==> config.mk <==
export PLATFORM = sky130hd
export DESIGN_NAME = conv_bank_router
export DESIGN_NICKNAME = d
export VERILOG_FILES = /design/src/rtl/conv_pkg.sv /design/src/rtl/bank_window_mux.sv /design/src/rtl/conv_bank_router.sv
export SDC_FILE = /design/constraint.sdc
export NUM_CORES = 1
export LEC_CHECK = 0
export BUFFER_PORTS_ARGS = -buffer_cell sky130_fd_sc_hd__clkbuf_2
export CAP_MARGIN = 10
export CORE_ASPECT_RATIO = 1.2
export CORE_UTILIZATION = 47
export CTS_CLUSTER_DIAMETER = 150
export CTS_CLUSTER_SIZE = 20
export DETAILED_ROUTE_END_ITERATION = 6
export GPL_ROUTABILITY_DRIVEN = 1
export PLACE_DENSITY = 0.83
export SETUP_SLACK_MARGIN = 0.05
export SYNTH_ARGS = -nofsm -noshare
export SYNTH_HDL_FRONTEND = slang
export SYNTH_SLANG_ARGS = --single-unit
==> constraint.sdc <==
create_clock -name i_CLK -period 5.5 [get_ports i_CLK]
set_input_delay 0.55 -clock i_CLK [delete_from_list [all_inputs] [get_ports i_CLK]]
set_output_delay 0.55 -clock i_CLK [all_outputs]
set_load 0.02 [all_outputs]
==> src/rtl/conv_pkg.sv <==
// Shared types and helpers for the convolution bank router.
// Holds the state encoding, bank-count derivation and pointer wrap helper.
package conv_pkg;

    localparam int unsigned BITS_IMAGEN_DEF = 8;
    localparam int unsigned BITS_DATA_DEF   = 13;

    typedef enum logic [2:0] {
        ST_IDLE,
        ST_LOAD,
        ST_RUN,
        ST_DRAIN,
        ST_READOUT
    } state_t;

    function automatic int unsigned nbank(input int unsigned n, input int unsigned m_len);
        return n + m_len - 1;
    endfunction

    // Wrap a + b into [0, m); callers guarantee a < m and b <= m.
    function automatic int unsigned mod_add(input int unsigned a, input int unsigned b,
                                            input int unsigned m);
        int unsigned s;
        s = a + b;
        if (s >= m) s = s - m;
        return s;
    endfunction

endpackage

==> src/rtl/bank_window_mux.sv <==
// Registered rotation mux: NBANK bank pixels -> N lanes x M_LEN rows,
// row j of lane k taken from bank (base + k + j) mod NBANK.
module bank_window_mux
    import conv_pkg::*;
#(
    parameter int unsigned N           = 2,
    parameter int unsigned M_LEN       = 3,
    parameter int unsigned BITS_IMAGEN = BITS_IMAGEN_DEF,
    parameter int unsigned NBANK       = 4,
    parameter int unsigned BW          = 2
) (
    input  logic                              clk,
    input  logic                              rst,
    input  logic                              in_valid,
    input  logic [BW-1:0]                     base,
    input  logic [NBANK*BITS_IMAGEN-1:0]      mem_pix,
    output logic [N*M_LEN*BITS_IMAGEN-1:0]    win_data,
    output logic                              win_valid
);

    logic [BITS_IMAGEN-1:0]           pix     [NBANK];
    logic [BITS_IMAGEN-1:0]           win_arr [N*M_LEN];
    logic [N*M_LEN*BITS_IMAGEN-1:0]   win_nxt;

    for (genvar b = 0; b < NBANK; b++) begin : g_pix
        assign pix[b] = mem_pix[b*BITS_IMAGEN +: BITS_IMAGEN];
    end

    for (genvar w = 0; w < N*M_LEN; w++) begin : g_win
        assign win_nxt[w*BITS_IMAGEN +: BITS_IMAGEN] = win_arr[w];
    end

    always_comb begin
        logic [BW-1:0] bank;
        bank = '0;
        for (int unsigned w = 0; w < N*M_LEN; w++) win_arr[w] = '0;
        for (int unsigned k = 0; k < N; k++) begin
            for (int unsigned j = 0; j < M_LEN; j++) begin
                bank = BW'(mod_add(32'(base), k + j, NBANK));
                win_arr[k*M_LEN + j] = pix[bank];
            end
        end
    end

    always_ff @(posedge clk or posedge rst) begin
        if (rst) begin
            win_data  <= '0;
            win_valid <= 1'b0;
        end else begin
            win_valid <= in_valid;
            if (in_valid) win_data <= win_nxt;
        end
    end

endmodule

==> src/rtl/conv_bank_router.sv <==
// Bank load / window rotation / write-back / serial readout controller.
// Define CONV_BANK_ROUTER_SAT_EN to clamp result write-back to pixel range.
module conv_bank_router
    import conv_pkg::*;
#(
    parameter int unsigned N           = 2,
    parameter int unsigned M_LEN       = 3,
    parameter int unsigned BITS_IMAGEN = BITS_IMAGEN_DEF,
    parameter int unsigned BITS_DATA   = BITS_DATA_DEF,
    parameter int unsigned NB_ADDRESS  = 10
) (
    input  logic                                      i_CLK,
    input  logic                                      i_reset,
    input  logic                                      i_load,
    input  logic                                      i_sop,
    input  logic                                      i_eop,
    input  logic [NB_ADDRESS-1:0]                     i_imglen,
    input  logic                                      i_valid,
    input  logic [BITS_IMAGEN-1:0]                    i_data,
    input  logic                                      i_rd_en,
    input  logic [NB_ADDRESS-1:0]                     i_raddr,
    input  logic [NB_ADDRESS-1:0]                     i_waddr,
    input  logic                                      i_chblk,
    input  logic                                      i_conv_valid,
    input  logic [N*BITS_DATA-1:0]                    i_conv_data,
    input  logic [nbank(N, M_LEN)*BITS_DATA-1:0]      i_memdata,
    input  logic                                      i_rd_req,
    output logic [nbank(N, M_LEN)-1:0]                o_we,
    output logic [NB_ADDRESS-1:0]                     o_waddr,
    output logic [NB_ADDRESS-1:0]                     o_raddr,
    output logic [nbank(N, M_LEN)*BITS_DATA-1:0]      o_wdata,
    output logic [N*M_LEN*BITS_IMAGEN-1:0]            o_conv_data,
    output logic                                      o_conv_valid,
    output logic [BITS_DATA-1:0]                      o_rd_data,
    output logic                                      o_rd_valid,
    output logic                                      o_done,
    output logic                                      o_err
);

    localparam int unsigned NBANK = nbank(N, M_LEN);
    localparam int unsigned BW    = (NBANK > 1) ? $clog2(NBANK) : 1;
    localparam logic [BITS_DATA-1:0] PIX_MAX = BITS_DATA'((1 << BITS_IMAGEN) - 1);

    state_t                  state;
    logic [BW-1:0]           base, lptr, ridx;
    logic [NB_ADDRESS-1:0]   laddr, imglen, ro_addr;
    logic                    drain_cnt;
    logic                    rd_v1, rd_v2, ro_v1, ro_v2, done_p1, done_p2;
    logic [BW-1:0]           base_p1, base_p2, ro_bank_p1, ro_bank_p2;

    logic [BITS_DATA-1:0]    mem_word  [NBANK];
    logic [BITS_DATA-1:0]    lane_word [N];
    logic [BITS_DATA-1:0]    wdata_arr [NBANK];
    logic [NBANK*BITS_DATA-1:0]   wdata_nxt;
    logic [NBANK*BITS_IMAGEN-1:0] mem_pix;
    logic [NBANK-1:0]        we_nxt;
    logic [NB_ADDRESS-1:0]   waddr_nxt;
    logic                    res_fire, load_fire, load_ok, collide;

    function automatic logic [BITS_DATA-1:0] wb_word(input logic [BITS_DATA-1:0] v);
`ifdef CONV_BANK_ROUTER_SAT_EN
        if (v[BITS_DATA-1]) return '0;
        if (v > PIX_MAX) return PIX_MAX;
        return v;
`else
        return v;
`endif
    endfunction

    for (genvar b = 0; b < NBANK; b++) begin : g_bank
        assign mem_word[b] = i_memdata[b*BITS_DATA +: BITS_DATA];
        assign mem_pix[b*BITS_IMAGEN +: BITS_IMAGEN] = mem_word[b][BITS_IMAGEN-1:0];
        assign wdata_nxt[b*BITS_DATA +: BITS_DATA] = wdata_arr[b];
    end

    for (genvar k = 0; k < N; k++) begin : g_lane
        assign lane_word[k] = i_conv_data[k*BITS_DATA +: BITS_DATA];
    end

    // Shared write port: result write-back owns it, a coincident load stalls.
    always_comb begin
        logic [BW-1:0] bank;
        bank      = '0;
        we_nxt    = '0;
        waddr_nxt = o_waddr;
        collide   = 1'b0;
        for (int unsigned b = 0; b < NBANK; b++) wdata_arr[b] = '0;
        res_fire  = i_conv_valid && (state == ST_RUN);
        load_fire = i_valid && ((state == ST_LOAD) || (state == ST_RUN));
        load_ok   = load_fire && !res_fire;
        if (res_fire) begin
            waddr_nxt = i_waddr;
            for (int unsigned k = 0; k < N; k++) begin
                bank            = BW'(mod_add(32'(base), k, NBANK));
                we_nxt[bank]    = 1'b1;
                wdata_arr[bank] = wb_word(lane_word[k]);
                if (load_fire && (bank == lptr)) collide = 1'b1;
            end
        end else if (load_fire) begin
            waddr_nxt       = laddr;
            we_nxt[lptr]    = 1'b1;
            wdata_arr[lptr] = BITS_DATA'(i_data);
        end
    end

    always_ff @(posedge i_CLK or posedge i_reset) begin
        if (i_reset) begin
            state      <= ST_IDLE;
            base       <= '0;
            lptr       <= '0;
            laddr      <= '0;
            imglen     <= '0;
            ridx       <= '0;
            ro_addr    <= '0;
            drain_cnt  <= 1'b0;
            rd_v1      <= 1'b0;
            rd_v2      <= 1'b0;
            ro_v1      <= 1'b0;
            ro_v2      <= 1'b0;
            done_p1    <= 1'b0;
            done_p2    <= 1'b0;
            base_p1    <= '0;
            base_p2    <= '0;
            ro_bank_p1 <= '0;
            ro_bank_p2 <= '0;
            o_we       <= '0;
            o_waddr    <= '0;
            o_raddr    <= '0;
            o_wdata    <= '0;
            o_rd_data  <= '0;
            o_rd_valid <= 1'b0;
            o_done     <= 1'b0;
            o_err      <= 1'b0;
        end else begin
            o_we    <= we_nxt;
            o_waddr <= waddr_nxt;
            o_wdata <= wdata_nxt;
            if (collide) o_err <= 1'b1;

            rd_v1      <= 1'b0;
            ro_v1      <= 1'b0;
            done_p1    <= 1'b0;
            rd_v2      <= rd_v1;
            base_p2    <= base_p1;
            ro_v2      <= ro_v1;
            ro_bank_p2 <= ro_bank_p1;
            done_p2    <= done_p1;
            o_rd_valid <= ro_v2;
            o_done     <= done_p2;
            if (ro_v2) o_rd_data <= mem_word[ro_bank_p2];
            if (done_p2) o_err <= 1'b0;

            if (load_ok) begin
                if (laddr == imglen - NB_ADDRESS'(1)) begin
                    laddr <= '0;
                    lptr  <= BW'(mod_add(32'(lptr), 1, NBANK));
                end else begin
                    laddr <= laddr + NB_ADDRESS'(1);
                end
            end

            case (state)
                ST_IDLE: begin
                    if (i_sop) begin
                        state <= ST_RUN;
                    end else if (i_load) begin
                        state  <= ST_LOAD;
                        imglen <= i_imglen;
                        lptr   <= '0;
                        laddr  <= '0;
                    end
                end
                ST_LOAD: begin
                    if (i_sop)        state <= ST_RUN;
                    else if (!i_load) state <= ST_IDLE;
                end
                ST_RUN: begin
                    // Reads carry the pre-rotation base down the pipe.
                    if (i_rd_en) begin
                        o_raddr <= i_raddr;
                        rd_v1   <= 1'b1;
                        base_p1 <= base;
                    end
                    if (i_chblk) base <= BW'(mod_add(32'(base), N, NBANK));
                    if (i_eop) begin
                        state     <= ST_DRAIN;
                        drain_cnt <= 1'b0;
                    end
                end
                ST_DRAIN: begin
                    if (drain_cnt) begin
                        state   <= ST_READOUT;
                        ridx    <= '0;
                        ro_addr <= '0;
                    end else begin
                        drain_cnt <= 1'b1;
                    end
                end
                ST_READOUT: begin
                    if (i_rd_req) begin
                        o_raddr    <= ro_addr;
                        ro_v1      <= 1'b1;
                        ro_bank_p1 <= BW'(mod_add(32'(base), 32'(ridx), NBANK));
                        if (ro_addr == imglen - NB_ADDRESS'(1)) begin
                            ro_addr <= '0;
                            if (ridx == BW'(N - 1)) begin
                                done_p1 <= 1'b1;
                                state   <= ST_IDLE;
                            end else begin
                                ridx <= ridx + BW'(1);
                            end
                        end else begin
                            ro_addr <= ro_addr + NB_ADDRESS'(1);
                        end
                    end
                end
                default: state <= ST_IDLE;
            endcase
        end
    end

    bank_window_mux #(
        .N           (N),
        .M_LEN       (M_LEN),
        .BITS_IMAGEN (BITS_IMAGEN),
        .NBANK       (NBANK),
        .BW          (BW)
    ) u_mux (
        .clk       (i_CLK),
        .rst       (i_reset),
        .in_valid  (rd_v2),
        .base      (base_p2),
        .mem_pix   (mem_pix),
        .win_data  (o_conv_data),
        .win_valid (o_conv_valid)
    );

endmodule

==> results <==
- dfrtp_1 is the most common cell in the netlist.
- The detailed-route via count is 6,934.
- The total of endpoints with negative setup slack in the final report is 0.
- The number of fillers in the final layout is 1,408.
- At the worst endpoint, the required time is 5790 ps.
- Traced cell by cell, the critical path runs through inv_1, ha_1, nor3b_1, a21oi_1, a41oi_1, nand4_1, o31ai_2, o21ai_0.
- The number of nets in the synthesized netlist is 917.
- Of all nets on the critical path, the largest fanout is 8.
- Summing the sequential cell areas from Yosys gives 51.7% of the chip area.
- The final critical path takes up 54.7% of the cycle.
- The worst setup path is of the reg -> reg kind.
- At the pin with the least slew margin, the transition time is 1070 ps.
- The final layout contains 1,138 nets.
- In this run the post-CTS setup repair buffer count came out at 0.
- The finished layout holds 1,237 standard cells, fillers aside.
- The post-synthesis average cell area is 10.9 um^2.
- The clock passes through at most 2 buffers.
- The footprint of the multi-input gates is 3730 um^2.
- The die is 125 um wide.
- The root buffer selected by CTS is clkbuf_16.
- Setup repair after global routing left no endpoint under its margin.
- The CTS sink count is 176.
- The number of max-slew violations in the final report is 0.
- The number of enable-type register cells in the synthesized netlist is 0.
- The smallest clock period supported by the final layout is computed as 3010 ps.
- The final worst clock skew is 8.47 ps.
- Once the floorplan was initialized, standard cells occupied 48.3% of the core.
- The top-level I/O count is 267.
- The die covers 18,700 um^2.
- Power spread over the standard cell area amounts to 544 nW/um^2.
- The final HPWL from detailed placement is 16.2 mm.
- STA classifies the critical path startpoint as a register.
- Of all flip-flops after synthesis, the portion carrying an async set or reset was 100%.
- The number of unique standard cell types used by synthesis is 62.
- The maximum vdd drop is 0.317 mV.
- The run finished, with violations left.
- The leakage dissipation is 5.19 nW.
- The top flip-flop cell by instance count after synthesis is dfrtp_1.
- The final-layout setup total negative slack is 0 ps.
- Static timing analysis puts the maximum clock frequency at 332 MHz.
- The number of antenna diodes in the final layout is 0.
- The standard-cell row count is 53.
- Global routing used 24.2% of the available tracks across all layers.
- The count of maximum capacitance violations is 0.
- The number of global-route vias before repair came to 6,770.
- The top cell type by total area after synthesis is dfrtp_1.
- The data arrival time of the critical path is 3300 ps.
- The clock tree from TritonCTS is done.
- After synthesis the netlist holds a flip-flop and latch count of 176.
- The number of antenna violations at the first check in global routing is 0.
- The number of violations reported at the end of detailed-routing iteration 0 is 490.
- The placed cell count is 1,205.
- By area the synthesized netlist is led by dfrtp_1 (52%), mux2i_1 (6.6%), nand2_1 (3.5%).
- The weighted congestion at the end of routability-driven global placement is 0.945.
- The worst setup path is captured at a register.
- Power comes to 5.68 mW.
- The final standard cell utilization of the core is 59.1%.
- For the worst-skew pair, the clock arrives at the later sink with an insertion delay of 430 ps.
- The first global-routing pass estimated 35.1 mm of wire.
- Registers take 4410 um^2.
- In this run the cell area of the synthesized design comes to 8510 um^2.
- Synthesis produced 783 cells.
- Among all stages on the critical path, the largest delay is contributed by nor3b_1.
- In this run the standard cell core region covers 17,600 um^2.
- The post-cts resize count is 0.
- Dividing the detail-routed via count by the number of cells gives 5.61.
- Of the post-synthesis cell area, the dominant cell type holds 51.7%.
- In this run the tightest slew margin relative to its limit is 28.2%.
- The number of endpoints with negative hold slack in the final report is 0.
- The worst hold-check path type is in -> async.
- Once detail routing completed, the nets flagged for antenna violations numbered 0.
- The H-tree generated during clock tree synthesis spans 4 levels.
- After detailed routing, the number of remaining DRC violations is 55.
- The fraction of final layout cells sized beyond drive strength 1 is 34.8%.
- The layout overhead on the synthesized area is 22.5%.
- Global routing finished with a remaining overflow of 0.
- The largest net degree at the start of global routing is 69.
- Buffers inserted to repair hold after CTS numbered 0.
- The final wirelength is 22.3 mm.
- The number of clock buffers inserted by TritonCTS is 17.
- The pre-antenna-repair detailed-routing pass consisted of 7 iterations.
- The Yosys step of the flow raised 0 warnings.
- The commonest cells after synthesis are dfrtp_1 (176), nand2_1 (79), mux2i_1 (56).
- The clock transition time at the flip-flop clock pins of the worst setup and hold paths is 70 ps.
- The final reports fail on design-rule violations.
- On the worst path, the slowest cell contributes a delay of 570 ps.
- The final instance area is 10,400 um^2.
- Input and output buffers added on the ports amount to 266.
- The routed wirelength normalized by instance count is 18.0 um.
- In this run the cell area measured after placement is 9830 um^2.
- The die extent in y is 149 um.
[power by group]
group | switching [mW] | internal (mW) | total, mW
clock network | 0.584 | 0.612 | 1.20
logic | 1.31 | 0.933 | 2.24
registers | 0.550 | 1.69 | 2.24
[layout make-up]
cell class              count  share of cell area (%)
multi-input cells         527                    35.7
clock inverters            15                    1.64
flip-flops and latches    176                    42.3
repair buffers            273                    13.3
inverters                   9                   0.372
well taps                 220                    2.64
clock buffers              17                    4.08
[final timing paths]
check	from	endpoint	slack, ps	depth (start not counted)
worst max-delay path	imglen[0]	ro_addr[3]	2490	8
worst min register to register	ro_v1	ro_v2	350	0
min in group i_CLK	i_imglen[6]	imglen[6]	310	3
max in group asynchronous	i_reset	base_p2[1]	3980	3
worst max register to register	imglen[0]	ro_addr[3]	2490	8
worst min-delay path	i_reset	u_mux.win_data[28]	200	2
[flip-flops by register name (all words and copies together) (netlist names), 2 cells and up]
name / flops
ro_addr: 10
ro_bank_p2: 2
ridx: 2
state: 3
o_waddr: 10
imglen: 10
o_raddr: 10
o_wdata: 52
lptr: 2
u_mux.win_data: 32
o_we: 4
o_rd_data: 13
laddr: 10
ro_bank_p1: 2
[cell usage in the layout, fill, tap and decap left out, types with 4 or more instances in the layout]
| cell | synthesis | final |
|---|---|---|
| buf_4 | 17 | 7 |
| inv_6 | 0 | 5 |
| nor2_1 | 54 | 54 |
| and3_1 | 19 | 19 |
| nand4_1 | 9 | 9 |
| a221oi_1 | 4 | 4 |
| and2_1 | 15 | 15 |
| inv_1 | 9 | 8 |
| a21oi_1 | 42 | 42 |
| nor4_1 | 6 | 6 |
| mux2_2 | 15 | 15 |
| clkbuf_2 | 0 | 266 |
| a22o_1 | 33 | 33 |
| dfrtp_1 | 176 | 174 |
| ha_1 | 8 | 8 |
| o21ai_0 | 34 | 33 |
| nand3_1 | 8 | 8 |
| xor2_1 | 14 | 14 |
| a21boi_0 | 5 | 5 |
| nand2b_1 | 4 | 4 |
| or3_1 | 5 | 5 |
| xnor2_1 | 20 | 20 |
| nand2_1 | 79 | 79 |
| clkinv_8 | 0 | 5 |
| or2_2 | 7 | 7 |
| clkbuf_16 | 0 | 17 |
| nor2b_1 | 8 | 8 |
| mux2i_1 | 56 | 56 |
| mux4_2 | 13 | 13 |
| nor3_1 | 15 | 15 |
[stage by stage]
| step | worst slack, ps | hold WS (ps) |
|---|---|---|
| after global placement | 2750 | 332 |
| after global routing | 2220 | 256 |
| after detailed placement | 2560 | 335 |
| after CTS | 2550 | 215 |
| final | 2490 | 201 |
| after floorplan | 176 | 331 |
[cell families (layout without fill, tap and decap cells)]
family	after synthesis	count (layout)	synth area share, %
AO/OA/AOI/OAI	150	150	11.8
flip-flops	176	176	51.7
multiplexers	84	84	12.0
XOR/XNOR	34	34	3.50
AND/OR/NAND/NOR	251	251	15.2
buffers and inverters	80	314	4.54
adder cells (fa/ha/maj)	8	8	1.18
[layer usage]
metal | global-route usage [%] | up-vias | wire length [um] | share of wire [%]
li1 | - | 3217 | - | -
met1 | 28.2 | 3374 | 8690 | 39
met2 | 43.2 | 283 | 11700 | 53
met3 | 3.93 | 60 | 1120 | 5.0
met4 | 12.5 | 0 | 787 | 3.5
met5 | 0 | - | 0 | 0
[critical path, delay by kind of cell (launching register included)]
family,cells,cell delay (ps)
AO/OA/AOI/OAI,4,1180
AND/OR/NAND/NOR,2,780
flip-flops,1,470
adder cells (fa/ha/maj),1,310
buffers and inverters,1,130
No activity file was read; power rests on OpenSTA's default activity.
